**src/rtl/pit_table.sv**
```systemverilog
// Pending Interest Table: aggregates interests, forwards misses to the FIB with a
// minimum spacing, and serves the PIT end of the FIB data-return handshake.
module pit_table #(
    parameter int ENTRIES    = 8,
    parameter int DATA_BYTES = 1024,
    parameter int FWD_GAP    = 130,
    localparam int IW        = $clog2(ENTRIES)
) (
    input  logic        clk,
    input  logic        rst,
    input  logic        int_valid,
    input  logic [63:0] int_prefix,
    input  logic [5:0]  int_len,
    input  logic [1:0]  int_face,
    output logic        int_ready,
    output logic        int_dup,
    output logic        int_drop,
    output logic [63:0] fib_prefix,
    output logic [5:0]  fib_len,
    output logic        fib_out_bit,
    input  logic        prefix_ready,
    input  logic [63:0] data_prefix,
    input  logic [5:0]  data_len,
    input  logic [7:0]  data_in,
    output logic        start_send_to_pit,
    output logic        rejected,
    output logic        out_valid,
    output logic [7:0]  out_byte,
    output logic        out_first,
    output logic        out_last,
    output logic [3:0]  out_faces,
    output logic [IW:0] pit_count
);
    localparam int GW = $clog2(FWD_GAP + 1);
    localparam int CW = $clog2(DATA_BYTES);

    typedef enum logic [1:0] {I_IDLE, I_LOOK, I_FWD} i_state_e;
    typedef enum logic [1:0] {D_IDLE, D_MATCH, D_ACK, D_RECV} d_state_e;

    i_state_e i_state_q, i_state_d;
    d_state_e d_state_q, d_state_d;

    logic [ENTRIES-1:0] valid_q, lock_q;
    logic [63:0]        prefix_q [ENTRIES];
    logic [5:0]         len_q    [ENTRIES];
    logic [3:0]         faces_q  [ENTRIES];

    logic [63:0]   i_prefix_q;
    logic [5:0]    i_len_q;
    logic [1:0]    i_face_q;
    logic [GW-1:0] gap_q;
    logic          dup_q, drop_q;

    logic [63:0]   d_prefix_q;
    logic [5:0]    d_len_q;
    logic [IW-1:0] d_idx_q;
    logic [CW-1:0] cnt_q;
    logic          d_hit_q, start_q, rej_q, free_q;
    logic          out_valid_q, out_first_q, out_last_q;
    logic [7:0]    out_byte_q;
    logic [3:0]    out_faces_q;

    logic          i_hit, i_free_found, d_hit;
    logic [IW-1:0] i_hit_idx, i_free_idx, d_hit_idx;
    logic          alloc, dup_ev, lock_ev, last_byte;
    logic [3:0]    face_onehot;

    // Descending scan so the lowest qualifying index is the one left standing.
    always_comb begin
        // NOTE: every combinational output gets a default first so no path infers a latch.
        i_hit        = 1'b0;
        i_hit_idx    = '0;
        i_free_found = 1'b0;
        i_free_idx   = '0;
        d_hit        = 1'b0;
        d_hit_idx    = '0;
        for (int k = ENTRIES - 1; k >= 0; k--) begin
            if (valid_q[k] && !lock_q[k] && len_q[k] == i_len_q && prefix_q[k] == i_prefix_q) begin
                i_hit     = 1'b1;
                i_hit_idx = IW'(k);
            end
            if (!valid_q[k]) begin
                i_free_found = 1'b1;
                i_free_idx   = IW'(k);
            end
            if (valid_q[k] && !lock_q[k] && len_q[k] == d_len_q && prefix_q[k] == d_prefix_q) begin
                d_hit     = 1'b1;
                d_hit_idx = IW'(k);
            end
        end
    end

    assign alloc       = (i_state_q == I_LOOK) && !i_hit && i_free_found;
    assign dup_ev      = (i_state_q == I_LOOK) && i_hit;
    assign lock_ev     = (d_state_q == D_MATCH) && d_hit;
    assign last_byte   = (cnt_q == CW'(DATA_BYTES - 1));
    assign face_onehot = 4'b0001 << i_face_q;

    always_comb begin
        i_state_d   = i_state_q;
        int_ready   = 1'b0;
        fib_out_bit = 1'b0;
        unique case (i_state_q)
            I_IDLE: begin
                int_ready = 1'b1;
                if (int_valid) i_state_d = I_LOOK;
            end
            I_LOOK:  i_state_d = alloc ? I_FWD : I_IDLE;
            I_FWD: begin
                if (gap_q == '0) begin
                    fib_out_bit = 1'b1;
                    i_state_d   = I_IDLE;
                end
            end
            default: i_state_d = I_IDLE;
        endcase
    end

    always_comb begin
        d_state_d = d_state_q;
        unique case (d_state_q)
            D_IDLE:  if (prefix_ready) d_state_d = D_MATCH;
            D_MATCH: d_state_d = D_ACK;
            D_ACK:   d_state_d = d_hit_q ? D_RECV : D_IDLE;
            D_RECV:  if (last_byte) d_state_d = D_IDLE;
            default: d_state_d = D_IDLE;
        endcase
    end

    always_ff @(posedge clk or posedge rst) begin
        if (rst) begin
            i_state_q  <= I_IDLE;
            i_prefix_q <= '0;
            i_len_q    <= '0;
            i_face_q   <= '0;
            gap_q      <= '0;
            dup_q      <= 1'b0;
            drop_q     <= 1'b0;
        end else begin
            i_state_q <= i_state_d;
            if (int_valid && int_ready) begin
                i_prefix_q <= int_prefix;
                i_len_q    <= int_len;
                i_face_q   <= int_face;
            end
            dup_q  <= dup_ev;
            drop_q <= (i_state_q == I_LOOK) && !i_hit && !i_free_found;
            if (fib_out_bit)      gap_q <= GW'(FWD_GAP - 1);
            else if (gap_q != '0) gap_q <= gap_q - 1'b1;
        end
    end

    always_ff @(posedge clk or posedge rst) begin
        if (rst) begin
            d_state_q   <= D_IDLE;
            d_prefix_q  <= '0;
            d_len_q     <= '0;
            d_idx_q     <= '0;
            d_hit_q     <= 1'b0;
            start_q     <= 1'b0;
            rej_q       <= 1'b0;
            free_q      <= 1'b0;
            cnt_q       <= '0;
            out_valid_q <= 1'b0;
            out_first_q <= 1'b0;
            out_last_q  <= 1'b0;
            out_byte_q  <= '0;
            out_faces_q <= '0;
        end else begin
            d_state_q   <= d_state_d;
            start_q     <= 1'b0;
            rej_q       <= 1'b0;
            free_q      <= 1'b0;
            out_valid_q <= 1'b0;
            out_first_q <= 1'b0;
            out_last_q  <= 1'b0;
            if (d_state_q == D_IDLE && prefix_ready) begin
                d_prefix_q <= data_prefix;
                d_len_q    <= data_len;
            end
            if (d_state_q == D_MATCH) begin
                d_hit_q <= d_hit;
                start_q <= d_hit;
                rej_q   <= !d_hit;
                if (d_hit) begin
                    d_idx_q     <= d_hit_idx;
                    out_faces_q <= faces_q[d_hit_idx];
                end
            end
            // The entry is released one edge after the last capture, alongside out_last.
            if (d_state_q == D_RECV) begin
                out_valid_q <= 1'b1;
                out_byte_q  <= data_in;
                out_first_q <= (cnt_q == '0);
                out_last_q  <= last_byte;
                free_q      <= last_byte;
                cnt_q       <= last_byte ? '0 : cnt_q + 1'b1;
            end
        end
    end

    always_ff @(posedge clk or posedge rst) begin
        if (rst) begin
            valid_q <= '0;
            lock_q  <= '0;
        end else begin
            if (alloc) begin
                valid_q[i_free_idx] <= 1'b1;
                lock_q[i_free_idx]  <= 1'b0;
            end
            if (lock_ev) lock_q[d_hit_idx] <= 1'b1;
            if (free_q) begin
                valid_q[d_idx_q] <= 1'b0;
                lock_q[d_idx_q]  <= 1'b0;
            end
        end
    end

    // NOTE: entry payload fields are not reset; valid_q gates every read of them.
    always_ff @(posedge clk) begin
        if (alloc) begin
            prefix_q[i_free_idx] <= i_prefix_q;
            len_q[i_free_idx]    <= i_len_q;
            faces_q[i_free_idx]  <= face_onehot;
        end else if (dup_ev && !(lock_ev && d_hit_idx == i_hit_idx)) begin
            faces_q[i_hit_idx] <= faces_q[i_hit_idx] | face_onehot;
        end
    end

    always_comb begin
        pit_count = '0;
        for (int k = 0; k < ENTRIES; k++) pit_count = pit_count + {{IW{1'b0}}, valid_q[k]};
    end

    assign int_dup           = dup_q;
    assign int_drop          = drop_q;
    assign fib_prefix        = fib_out_bit ? i_prefix_q : '0;
    assign fib_len           = fib_out_bit ? i_len_q : '0;
    assign start_send_to_pit = start_q;
    assign rejected          = rej_q;
    assign out_valid         = out_valid_q;
    assign out_byte          = out_byte_q;
    assign out_first         = out_first_q;
    assign out_last          = out_last_q;
    assign out_faces         = out_faces_q;

endmodule

```
**config.mk**
```make
export PLATFORM = sky130hd
export DESIGN_NAME = pit_table
export DESIGN_NICKNAME = d
export VERILOG_FILES = /design/src/rtl/pit_table.sv
export SDC_FILE = /design/constraint.sdc
export NUM_CORES = 2
export LEC_CHECK = 0
export CORE_MARGIN = 1.5
export CORE_UTILIZATION = 27
export DETAILED_ROUTE_END_ITERATION = 10
export REMOVE_ABC_BUFFERS = 1
export SYNTH_ARGS = -nofsm -noshare
export SYNTH_HDL_FRONTEND = slang
export SYNTH_SLANG_ARGS = --single-unit
```
**constraint.sdc**
```tcl
create_clock -name clk -period 24.4 [get_ports clk]
set_input_delay 4.88 -clock clk [delete_from_list [all_inputs] [get_ports clk]]
set_output_delay 4.88 -clock clk [all_outputs]
set_load 0.1 [all_outputs]
```
==> qor.yml <==
clocking:
  clock_path_buffers: 3
  postCtsHoldBufs: 0
  clkLatencyLatePin_ns: 0.76
  clock_sinks: 795
  root_buffer: "clkbuf_16"
  h-tree-depth: 3
  cts_setup_buffers: 0
  cts_tree: "built"
  cts_inserted_buffers: 93
  post_cts_resized: 0
  cts.clk_slew.worst_paths_ns: 0.06
pwr:
  p_seq_frac: 0.295
  switchingPower_mw: 3.625
  power.leakage_nw: 16.89
  switching_share: 0.5000
  peakVddDrop_mv: 0.2041
  p_per_area_nw_per_um2: 145.6
  power_frac_comb: 0.502
  p_total_mw: 7.251
  intPower_mw: 3.626
  p_clk_frac: 0.203
global_routing:
  grt_usage: 0.2815
  antenna_found_initial: 30
  grt_max_degree: 106
  overflow: 0
  grt_pass1_wl_um: 293000
  first_global_vias: 31587
synth:
  syn-instance-count: 3443
  synth_area_leader_cell: "edfxtp_1"
  syn_area_um2: 41300
  yosys-top-cells-area: "edfxtp_1 (43%), dfrtp_1 (12%), xnor2_1 (11%)"
  ys_warn_count: 0
  synth_top_area_frac: 0.4304
  ys_ff_latch: 795
  ys_async_sr_fraction: 0.2553
  avgSynthCellArea_um2: 12.00
  synth.distinct_cells: 93
  synth_edf_count: 592
  ys_seq_area_frac: 0.5534
  ys_dominant_reg_cell: "edfxtp_1"
route:
  vias: 33284
  drt_iter0_markers: 5277
  wl_per_cell_um: 38.35
  ant_nets: 0
  first_pass_iters: 8
  drt_wl_total_um: 225200
  viasPerCell: 5.667
  drcViolationCount: 0
setup_path:
  crit_start: "valid_q[3]"
  reg2reg_from: "i_len_q[0]"
  reg2reg_slack_ns: 18.22
  crit_required_ns: 19.52
  arrival_ns: 4.67
  critPathCapture: "pit_count[2]"
  setup.worst_path.class: "reg2out"
  critical_path.max_fanout: 6
  cp-start-kind: "flop"
  r2r-end: "faces_q[6][3]"
  cp-end-kind: "output pin"
  reg2regPathDepth: 13
sta:
  hold_slack_ns: 0.4732
  fin_worst_skew_ns: 0.05223
  worstMarginPinSlew_ns: 1.312
  fin_crit_sh: 0.3914
  hold_viol: 0
  slew_violations: 0
  min_period_ns: 9.549
  setup-tns-final_ns: 0
  relSlewSlack: 0.1252
  setup_viol: 0
  rsz0062_at_grt: "no"
  fmax_mhz: 104.7
  layout_setup_ws_ns: 14.85
flow_run:
  cap_violations: 0
placement:
  place.gp.congestion: 1.045
  hpwl_um: 157200
  dp_slack_ns: 15.58
  dp.cells: 5691
  placed_area_um2: 46670
  portBuffers: 248
finish:
  fin_area_um2: 49810
  stdcell_count: 5873
  seqCellArea_um2: 22870
  final_cell_mix: "edfxtp_1 (592), xnor2_1 (513), xor2_1 (299), clkdlybuf4s50_1 (248), dfrtp_1 (193)"
  final_common_cell: "edfxtp_1"
  final_core_util: 0.3279
  drive_gt1_frac: 0.1105
  syn2layout_area_growth_pct: 20.61
  nNetsFinal: 3920
  fill_cells: 15233
  multiInputGateArea_um2: 16950
worst_hold_path:
  worstHoldStart: "gap_q[0]"
  hold_path_class: "reg2reg"
die:
  die_h_um: 394.1
  io_pins: 249
  start_util: 0.2719
  dieWidth_um: 394.1
  dieArea_um2: 155300
  coreArea_um2: 151900
  num_rows: 143
status:
  status: "complete, no violations"
[routing by layer]
| metal | vias up | wire length [um] | GRT usage |
|---|---|---|---|
| li1 | 13076 | - | - |
| met4 | 6 | 18590 | 0.2021 |
| met2 | 2590 | 97540 | 0.4232 |
| met1 | 16953 | 85410 | 0.3576 |
| met5 | - | 43 | 0 |
| met3 | 659 | 23650 | 0.06047 |
[worst max-delay path, cell delays in order (launching register included)]
cell and delay (ns):
dfrtp_1 0.47, fa_1 0.51, inv_1 0.06, fa_1 0.46, fa_1 0.49, inv_1 0.04, ha_1 0.20, fa_1 0.44
xor2_1 0.14, clkdlybuf4s50_1 1.14
[flip-flops by register name, summed over array words and instances, names as in the netlist, 3 cells and up]
register,count
prefix_q,512
d_prefix_q,64
i_prefix_q,64
len_q,48
faces_q,32
cnt_q,10
gap_q,8
lock_q,8
out_byte,8
valid_q,8
d_len_q,6
i_len_q,6
out_faces,4
d_idx_q,3
[cells by family (layout without fill, tap and decap cells)]
| logic type | count (synthesis) | count (layout) | share of synthesized area |
|---|---|---|---|
| adder cells (fa/ha/maj) | 10 | 10 | 0.003757 |
| flip-flops | 795 | 795 | 0.5534 |
| AND/OR/NAND/NOR | 959 | 959 | 0.1323 |
| other | 0 | 7 | 0 |
| multiplexers | 85 | 85 | 0.02260 |
| buffers and inverters | 359 | 752 | 0.03860 |
| AO/OA/AOI/OAI | 422 | 422 | 0.07671 |
| XOR/XNOR | 813 | 813 | 0.1726 |
[cell usage after synthesis (8+ instances only)]
library cell	n
a2111o_1	14
a2111oi_0	25
a21oi_1	24
a221o_1	9
a221oi_1	12
a222oi_1	12
a22o_1	20
a22oi_1	8
and2_1	39
and3_1	10
buf_2	120
buf_4	16
clkbuf_1	39
dfrtp_1	203
edfxtp_1	592
inv_1	167
mux2_2	63
mux2i_1	19
nand2_1	160
nand2b_1	149
nand3_1	31
nand4_1	152
nor2_1	61
nor2b_1	117
nor3_1	55
nor4_1	137
o2111ai_1	49
o21ai_0	103
o221ai_1	12
o22ai_1	62
o2bb2ai_1	19
xnor2_1	513
xor2_1	299
[layout make-up]
| type | instances | share of cell area |
|---|---|---|
| sequential | 795 | 0.4591 |
| tap | 2030 | 0.05099 |
| clock inverter | 47 | 0.01035 |
| antenna | 7 | 0.0003517 |
| multi-input combinational | 2289 | 0.3403 |
| clock buffer | 128 | 0.05245 |
| timing repair buffer | 402 | 0.07305 |
| inverter | 175 | 0.01339 |
[how the worst min path moves through the flow]
stage                  end  slack [ns]  cells past startpoint
3_3_place_gp   out_byte[1]        0.46                      2
6_report          gap_q[0]        0.47                      1
4_1_cts           gap_q[0]        0.48                      1
3_5_place_dp   out_byte[7]        0.47                      2
2_1_floorplan     gap_q[0]        0.44                      1
5_1_grt           gap_q[0]        0.50                      1
[power groups by stage]
| stage | registers [mW] | logic, mW | clock network, mW |
|---|---|---|---|
| final | 2.14 | 3.64 | 1.47 |
| after global routing | 2.15 | 3.62 | 1.53 |
| after CTS | 2.13 | 3.49 | 1.48 |
| after detailed placement | 2.15 | 3.48 | 0 |
| after global placement | 2.15 | 3.49 | 0 |
| after floorplan | 2.38 | 1.35 | 0 |
No activity file was read; power rests on OpenSTA's default activity.
